==> src/rtl/bus_arbiter.sv <==
// -----------------------------------------------------------------------------
// bus_arbiter
//   Round-robin owner of a single shared system bus. Grants one master at a
//   time, holds the grant while that master keeps its request high, and then
//   inserts TURN_CYCLES dead cycles before the next owner so two drivers never
//   fight on the bus. While nobody owns the bus and no turnaround is running,
//   the bus is parked (driven low) so slave chip-select decode sees clean levels.
//
//   Optional feature (macro BUS_ARBITER_TIMEOUT_EN):
//     A grant held for TIMEOUT_CYCLES cycles is revoked, the owner receives a
//     one-cycle bus_err pulse, and it is excluded from arbitration until it has
//     dropped its request for at least one cycle. Without the macro bus_err is
//     tied low and a grant may be held indefinitely.
//
// Parameters
//   NUM_MASTERS    number of requesting masters (2..16)
//   TURN_CYCLES    dead cycles after a grant ends (>=1)
//   TIMEOUT_CYCLES maximum grant length with the optional feature (>=2)
//
// Ports
//   clk        system clock, rising edge
//   rst        synchronous reset, active high
//   req        per-master request, held for the whole transaction
//   gnt        one-hot grant (or zero)
//   gnt_valid  OR of gnt
//   gnt_id     index of the granted master, 0 when no grant
//   bus_park   bus-side mux drives address/data/control to 0
//   bus_err    one-cycle timeout pulse to the offending master
// -----------------------------------------------------------------------------
module bus_arbiter #(
    parameter int NUM_MASTERS    = 4,
    parameter int TURN_CYCLES    = 1,
    parameter int TIMEOUT_CYCLES = 1024
) (
    input  logic                           clk,
    input  logic                           rst,
    input  logic [NUM_MASTERS-1:0]         req,
    output logic [NUM_MASTERS-1:0]         gnt,
    output logic                           gnt_valid,
    output logic [$clog2(NUM_MASTERS)-1:0] gnt_id,
    output logic                           bus_park,
    output logic [NUM_MASTERS-1:0]         bus_err
);

    localparam int IDW = $clog2(NUM_MASTERS);
    localparam int TCW = (TURN_CYCLES > 1) ? $clog2(TURN_CYCLES) : 1;

    if (NUM_MASTERS < 2 || NUM_MASTERS > 16 || TURN_CYCLES < 1 || TIMEOUT_CYCLES < 2) begin : g_bad_params
        $error("bus_arbiter: parameter out of range");
    end

    typedef enum logic [1:0] {
        IDLE  = 2'd0,
        GRANT = 2'd1,
        TURN  = 2'd2
    } state_t;

    state_t                 state_q, state_d;
    logic [NUM_MASTERS-1:0] gnt_q, gnt_d;
    logic [IDW-1:0]         owner_q, owner_d;
    logic [IDW-1:0]         ptr_q, ptr_d;
    logic [TCW-1:0]         turn_cnt_q, turn_cnt_d;

    logic [NUM_MASTERS-1:0] arb_req;    // requests eligible for arbitration
    logic                   timeout;    // current grant must be revoked now
    logic                   win_found;
    logic [IDW-1:0]         win_idx;

`ifdef BUS_ARBITER_TIMEOUT_EN
    localparam int TOW = $clog2(TIMEOUT_CYCLES);

    logic [TOW-1:0]         to_cnt_q, to_cnt_d;
    logic [NUM_MASTERS-1:0] mask_q, mask_d;
    logic [NUM_MASTERS-1:0] err_q, err_d;

    // to_cnt holds (grant cycle - 1), so it reads TIMEOUT_CYCLES-1 during the
    // last allowed cycle of the grant.
    assign timeout = (state_q == GRANT) && req[owner_q] &&
                     (to_cnt_q == TOW'(TIMEOUT_CYCLES - 1));

    always_comb begin
        to_cnt_d = '0;
        if (state_q == GRANT)
            to_cnt_d = to_cnt_q + TOW'(1);
        // A timed-out master stays masked until an edge sees its req low.
        mask_d = (mask_q & req) | (timeout ? gnt_q : '0);
        err_d  = timeout ? gnt_q : '0;
    end

    always_ff @(posedge clk) begin
        if (rst) begin
            to_cnt_q <= '0;
            mask_q   <= '0;
            err_q    <= '0;
        end else begin
            to_cnt_q <= to_cnt_d;
            mask_q   <= mask_d;
            err_q    <= err_d;
        end
    end

    assign arb_req = req & ~mask_q;
    assign bus_err = err_q;
`else
    assign timeout = 1'b0;
    assign arb_req = req;
    assign bus_err = '0;
`endif

    // First eligible request searching upward from the pointer, wrapping.
    always_comb begin
        int idx;
        idx       = 0;
        win_found = 1'b0;
        win_idx   = '0;
        for (int k = 0; k < NUM_MASTERS; k++) begin
            idx = int'(ptr_q) + k;
            if (idx >= NUM_MASTERS)
                idx = idx - NUM_MASTERS;
            if (!win_found && arb_req[idx]) begin
                win_found = 1'b1;
                win_idx   = IDW'(idx);
            end
        end
    end

    always_comb begin
        state_d    = state_q;
        gnt_d      = gnt_q;
        owner_d    = owner_q;
        ptr_d      = ptr_q;
        turn_cnt_d = turn_cnt_q;
        case (state_q)
            IDLE: begin
                if (win_found) begin
                    state_d          = GRANT;
                    gnt_d            = '0;
                    gnt_d[win_idx]   = 1'b1;
                    owner_d          = win_idx;
                end
            end
            GRANT: begin
                // Release (or timeout) always passes through TURN, even when
                // other masters are already waiting.
                if (!req[owner_q] || timeout) begin
                    state_d    = TURN;
                    gnt_d      = '0;
                    ptr_d      = (owner_q == IDW'(NUM_MASTERS - 1)) ? '0 : owner_q + IDW'(1);
                    turn_cnt_d = '0;
                end
            end
            TURN: begin
                if (turn_cnt_q == TCW'(TURN_CYCLES - 1)) begin
                    if (win_found) begin
                        state_d        = GRANT;
                        gnt_d          = '0;
                        gnt_d[win_idx] = 1'b1;
                        owner_d        = win_idx;
                    end else begin
                        state_d = IDLE;
                    end
                end else begin
                    turn_cnt_d = turn_cnt_q + TCW'(1);
                end
            end
            default: begin
                state_d = IDLE;
                gnt_d   = '0;
            end
        endcase
    end

    // Reset wins over everything, including an active grant.
    always_ff @(posedge clk) begin
        if (rst) begin
            state_q    <= IDLE;
            gnt_q      <= '0;
            owner_q    <= '0;
            ptr_q      <= '0;
            turn_cnt_q <= '0;
        end else begin
            state_q    <= state_d;
            gnt_q      <= gnt_d;
            owner_q    <= owner_d;
            ptr_q      <= ptr_d;
            turn_cnt_q <= turn_cnt_d;
        end
    end

    // gnt_id is encoded from gnt itself so the two can never disagree.
    always_comb begin
        gnt_id = '0;
        for (int i = 0; i < NUM_MASTERS; i++)
            if (gnt_q[i])
                gnt_id = IDW'(i);
    end

    assign gnt       = gnt_q;
    assign gnt_valid = |gnt_q;
    assign bus_park  = (state_q == IDLE);

endmodule

==> config.mk <==
export PLATFORM = sky130hd
export DESIGN_NAME = bus_arbiter
export DESIGN_NICKNAME = d
export VERILOG_FILES = /design/src/rtl/bus_arbiter.sv
export SDC_FILE = /design/constraint.sdc
export NUM_CORES = 1
export LEC_CHECK = 0
export BUFFER_PORTS_ARGS = -buffer_cell sky130_fd_sc_hd__buf_4
export CAP_MARGIN = 20
export CORE_UTILIZATION = 42
export CTS_CLUSTER_DIAMETER = 150
export DETAILED_ROUTE_END_ITERATION = 8
export GPL_TIMING_DRIVEN = 0
export PLACE_DENSITY_LB_ADDON = 0.3
export SYNTH_ARGS = -nofsm -noshare
export SYNTH_HDL_FRONTEND = slang
export SYNTH_SLANG_ARGS = --single-unit
==> constraint.sdc <==
create_clock -name clk -period 1.74 [get_ports clk]
set_input_delay 0.087 -clock clk [delete_from_list [all_inputs] [get_ports clk]]
set_output_delay 0.087 -clock clk [all_outputs]
set_load 0.005 [all_outputs]
After elaboration in Yosys (flattened, before gate mapping)
Index checks and enable logic that the tools add are counted.

word-level totals
  output and inout bits = 12
  flip-flop bits (word level) = 11
  input port bits = 6

operators by class
  bitwise gates (word level) = 1
  add/sub/neg operators = 9
  equal/unequal tests = 6
  muxes and demuxes = 47
  reduce and logical (&&, ||, !) cells = 16
  $lt $le $gt $ge = 11

operator list
  kind                 number
  $lt 32x4->1 const B  4
  $mux 32              4
  $mux 2               12
  $mux 1               18
  $mux 4               3
  $pmux 4 s3           1
  $sub 3x3->4 const B  3
  $bmux 1 s2           5
  $ge 3x3->1 const B   3
  $reduce_and 2->1     4
  $add 2x2->3 const B  2
  $lt 2x3->1 const B   2
  $pmux 2 s3           1
  $eq 2x2->1 const B   2
  $logic_and 1x1->1    4
  $ne 2x2->1 const B   2
  $pmux 2 s2           1
  $reduce_bool 2->1    2
  $reduce_or 4->1      1
  $sub 2x3->4 const B  1
  $add 2x1->3 const B  1
  $ge 2x3->1 const B   1
  $logic_not 1->1      3
  $reduce_and 3->1     1
  other kinds (9)      9

Depth between registers and ports, before layout
  depth in word-level cells = 22
  gate-level depth with buffers = 5

Worst setup path before layout
OpenSTA, ideal clock, no wires.

  path kind = register to register
  from = register owner_q[0]
  to = register gnt_q[2] (netlist: gnt[2])
  setup time = 0.117 ns
  path slack = 0.252 ns
  arrival time = 1.371 ns
  period minus slack after synthesis = 1.488 ns
  data required time = 1.623 ns
  stages on the path, launching flop included = 4
  buffers on the path = 0
  cells stage by stage = dfxtp_1 -> mux4_2 -> a32o_1 -> a32o_1

between the ends
  cells in the longest elaborated chain, start to end = 4

ends and longest elaborated chain
  element                       RTL line  text
  start: declaration            60        logic [IDW-1:0] owner_q, owner_d;
  start signal: assignment      184       owner_q <= owner_d;
  $bmux 1 s2                    145       if (!req[owner_q] || timeout) begin
  $mux 1 (implied by the code)  145
  $ne 2x2->1 (no line)          --
  $reduce_and 2->1 (no line)    --
  end signal: assignment        183       gnt_q <= gnt_d;
  end: declaration              59        logic [NUM_MASTERS-1:0] gnt_q, gnt_d;

Every way passes these cells. The select of a mux whose other input is x is not followed.
A chain may end at the register's enable or synchronous reset.

Final worst setup path
  from = register owner_q[0]
  to = register gnt_q[0] (netlist: gnt[0])

The elaborated chain is that of the path after synthesis.

==> summary.md <==
| Metric | Value |
|---|---|
| Number of synthesized flops with an enable pin | 0 |
| Post-synth cell types | 27 |
| Die height | 38.6 um |
| Vias in the first global route | 485 |
| RePlAce Congestion | 0.781 |
| Initial antenna violation count | 0 |
| Max stage delay on crit path | 0.54 ns |
| Post-Route WL | around 1.2 mm |
| Root Buffer | clkbuf_4 |
| Sw power | 0.168 mW |
| Starting DRT DRC Count | 6 |
| DIE AREA | 1490 sq um |
| Synthesized area | 563 sq um |
| Core Util, Final | 0.613 |
| Clock tree sinks | 10 |
| First-pass GRT wire length | 1.98 mm |
| Critical path launch point type | register |
| Period utilization | 0.899 |
| PwrDens | roughly 860 nW/um^2 |
| Worst EP arrival | 1.73 ns |
| WL per Instance | 12.1 um |
| Post-CTS setup buffer count | 0 |
| RSZ-0062 raised after global routing | no |
| Largest area contributor in the netlist | dfxtp_1 |
| CTS tree | built |
| Largest net degree at the start of global routing | 11 |
| # hold bufs at CTS | 0 |
| Slew headroom | 0.661 |
| Starting Density | 0.481 |
| Int Pwr | between 0.4 and 0.5 mW |
| Final setup violation count | 0 |
| Remaining DRCs | 0 |
| Final Hold Fails | 0 |
| Fmax | 639 MHz |
| Synth cell count leaders | 10 x dfxtp_1, 8 x nor2_1, 5 x a21oi_1, 5 x nand2_1, 4 x buf_4 |
| Final Power | between 0.6 and 0.7 mW |
| Post-route ant nets | 0 |
| Maximum VDD drop | 0.460 mV |
| Share of the synthesized area in the top cell type | 0.356 |
| Synthesis-to-finish area growth | 27.6% |
| # H-tree levels | 1 |
| All-Layer GR Usage | 0.197 |
| Synth warnings | 0 |
| Max-slew violation count | 0 |
| DP Wirelength | 939 um |
| Critical Path Slowest Stage Cell | mux4_2 |
| Status | finished clean |
| Crit path max fanout | 4 |
| Clock share of power | 0.347 |
| # nets final | 92 |
| IO Pins | 18 |
| Clk_lat worst skew | 0.27 ns |
| Critical path, cell by cell | mux4_2 -> a32o_1 -> a32o_1 |
| GRT Residual Overflow | 0 |
| Fin crit period | 1.56 ns |
| CTS resizes | 0 |
| Leak pwr | 0.337 nW |
| Slew @ Worst Pin | 0.504 ns |
| Core ar. | 1170 sq um |
| Synth async-reset ratio | 0 |
| Predominant post-synthesis flop cell | dfxtp_1 |
| Mean number of vias per cell | 5.26 |
| Clock buffer depth | 2 |
| Total of max-cap violations | 0 |
| Hold Path Class | primary input to register |
| Layout cells sized above 1 | 0.298 |
| Mean Syn Cell Area | 8.66 sq um |
| # diodes | 0 |
| Comb power frac | 0.227 |
| Sequential fraction of the synthesis area | 0.356 |
| TritonRoute pass-1 iters | 4 |
| Fin Clk Skew | about 0.0013 ns |
| Total CTS buffers | 3 |
| Post-Synthesis Cells | 65 |
| Sequential power share | 0.426 |
| Yosys reg bits | 10 |
| Worst EP required | 1.91 ns |
| Setup TNS | 0 ns |
| WS Path Type | register to register |
| Std-Cell Rows | 12 |
| Crit-path most repeated cell | a32o_1 |
| Port bufs | 12 |
| Synth top area cells | dfxtp_1 36%, a32o_1 5.3%, buf_4 5.3% |
| Cell with the most instances after synthesis | dfxtp_1 |
| Vias | 515 |
| Clock Pin Slew Worst Setup and Hold Paths | ~0.070 ns |
| Worst setup EP type | register |
| Sw frac | 0.271 |
| Chip Width | 38.6 um |
cell type report:
cell class                 instances  area [sq um]
timing repair buffer              12          90.1
fill                             111           453
clock buffer                       4          36.3
tap                               14          17.5
multi-input combinational         50           329
sequential                        10           200
buffer                             5          33.8
inverter                           3          11.3
logic make-up (layout without fill, tap and decap cells):
| logic type | after synthesis | count (layout) | synth area share |
|---|---|---|---|
| other cells | 1 | 4 | 0.00666 |
| mux | 3 | 3 | 0.0756 |
| buf+inv | 8 | 24 | 0.0800 |
| fa+ha+maj | 1 | 1 | 0.0222 |
| simple gates | 26 | 26 | 0.247 |
| flops | 10 | 10 | 0.356 |
| compound gates | 16 | 16 | 0.213 |
worst max-delay path, delay by kind of cell (launching register included):
kind | cells | cell delay (ns)
mux | 1 | 0.54
flops | 1 | 0.40
compound gates | 2 | 0.52
sequential cells by signal, indices dropped and copies added, names as in the netlist:
register  cells
ptr_q         2
owner_q       2
gnt           4
state_q       2
power by group through the flow:
stage               clock network, mW  registers, mW  logic, mW
global placement                    0          0.268      0.137
CTS                             0.217          0.264      0.140
detailed placement                  0          0.269      0.140
floorplan                           0          0.265     0.0882
global route                    0.228          0.266      0.158
finish                          0.215          0.264      0.141
per-layer routing:
metal,vias to the layer above,part of all wire,GRT usage
met4,0,0.016,0.0776
met3,2,0.045,0.0520
li1,263,-,-
met2,17,0.48,0.317
met1,233,0.45,0.248
met5,-,0,0
path summary, 6_finish.rpt:
check / startpoint / to / slack [ns] / cells past startpoint
setup / recovery: owner_q[0]$_SDFFE_PP0P_ / gnt[0]$_SDFFE_PP0P_ / 0.18 / 3
hold / removal: rst / ptr_q[0]$_SDFFE_PP0P_ / 0.20 / 2
setup reg to reg: owner_q[0]$_SDFFE_PP0P_ / gnt[0]$_SDFFE_PP0P_ / 0.18 / 3
hold reg to reg: gnt[1]$_SDFFE_PP0P_ / gnt[1]$_SDFFE_PP0P_ / 0.49 / 2
per-stage QoR:
stage          instances  cell area, sq um  hold slack (ns)  setup slack [ns]
2_1_floorplan         68               574            0.335             0.252
3_3_place_gp          94               682            0.459             0.196
3_5_place_dp          94               682            0.473             0.177
4_1_cts               98               718            0.191             0.168
5_1_grt               98               718            0.234            0.0359
6_report              98               718            0.202             0.176
placed cells by master, fill, tap and decap left out, types with 3 or more instances in the layout:
cell type  Yosys  final
a21oi_1        5      5
a32o_1         3      3
buf_4          4     16
clkbuf_4       0      3
conb_1         1      4
dfxtp_1       10     10
inv_1          3      3
nand2_1        5      5
nor2_1         8      8
nor2b_1        3      3
(Power assumes the default switching activity.)
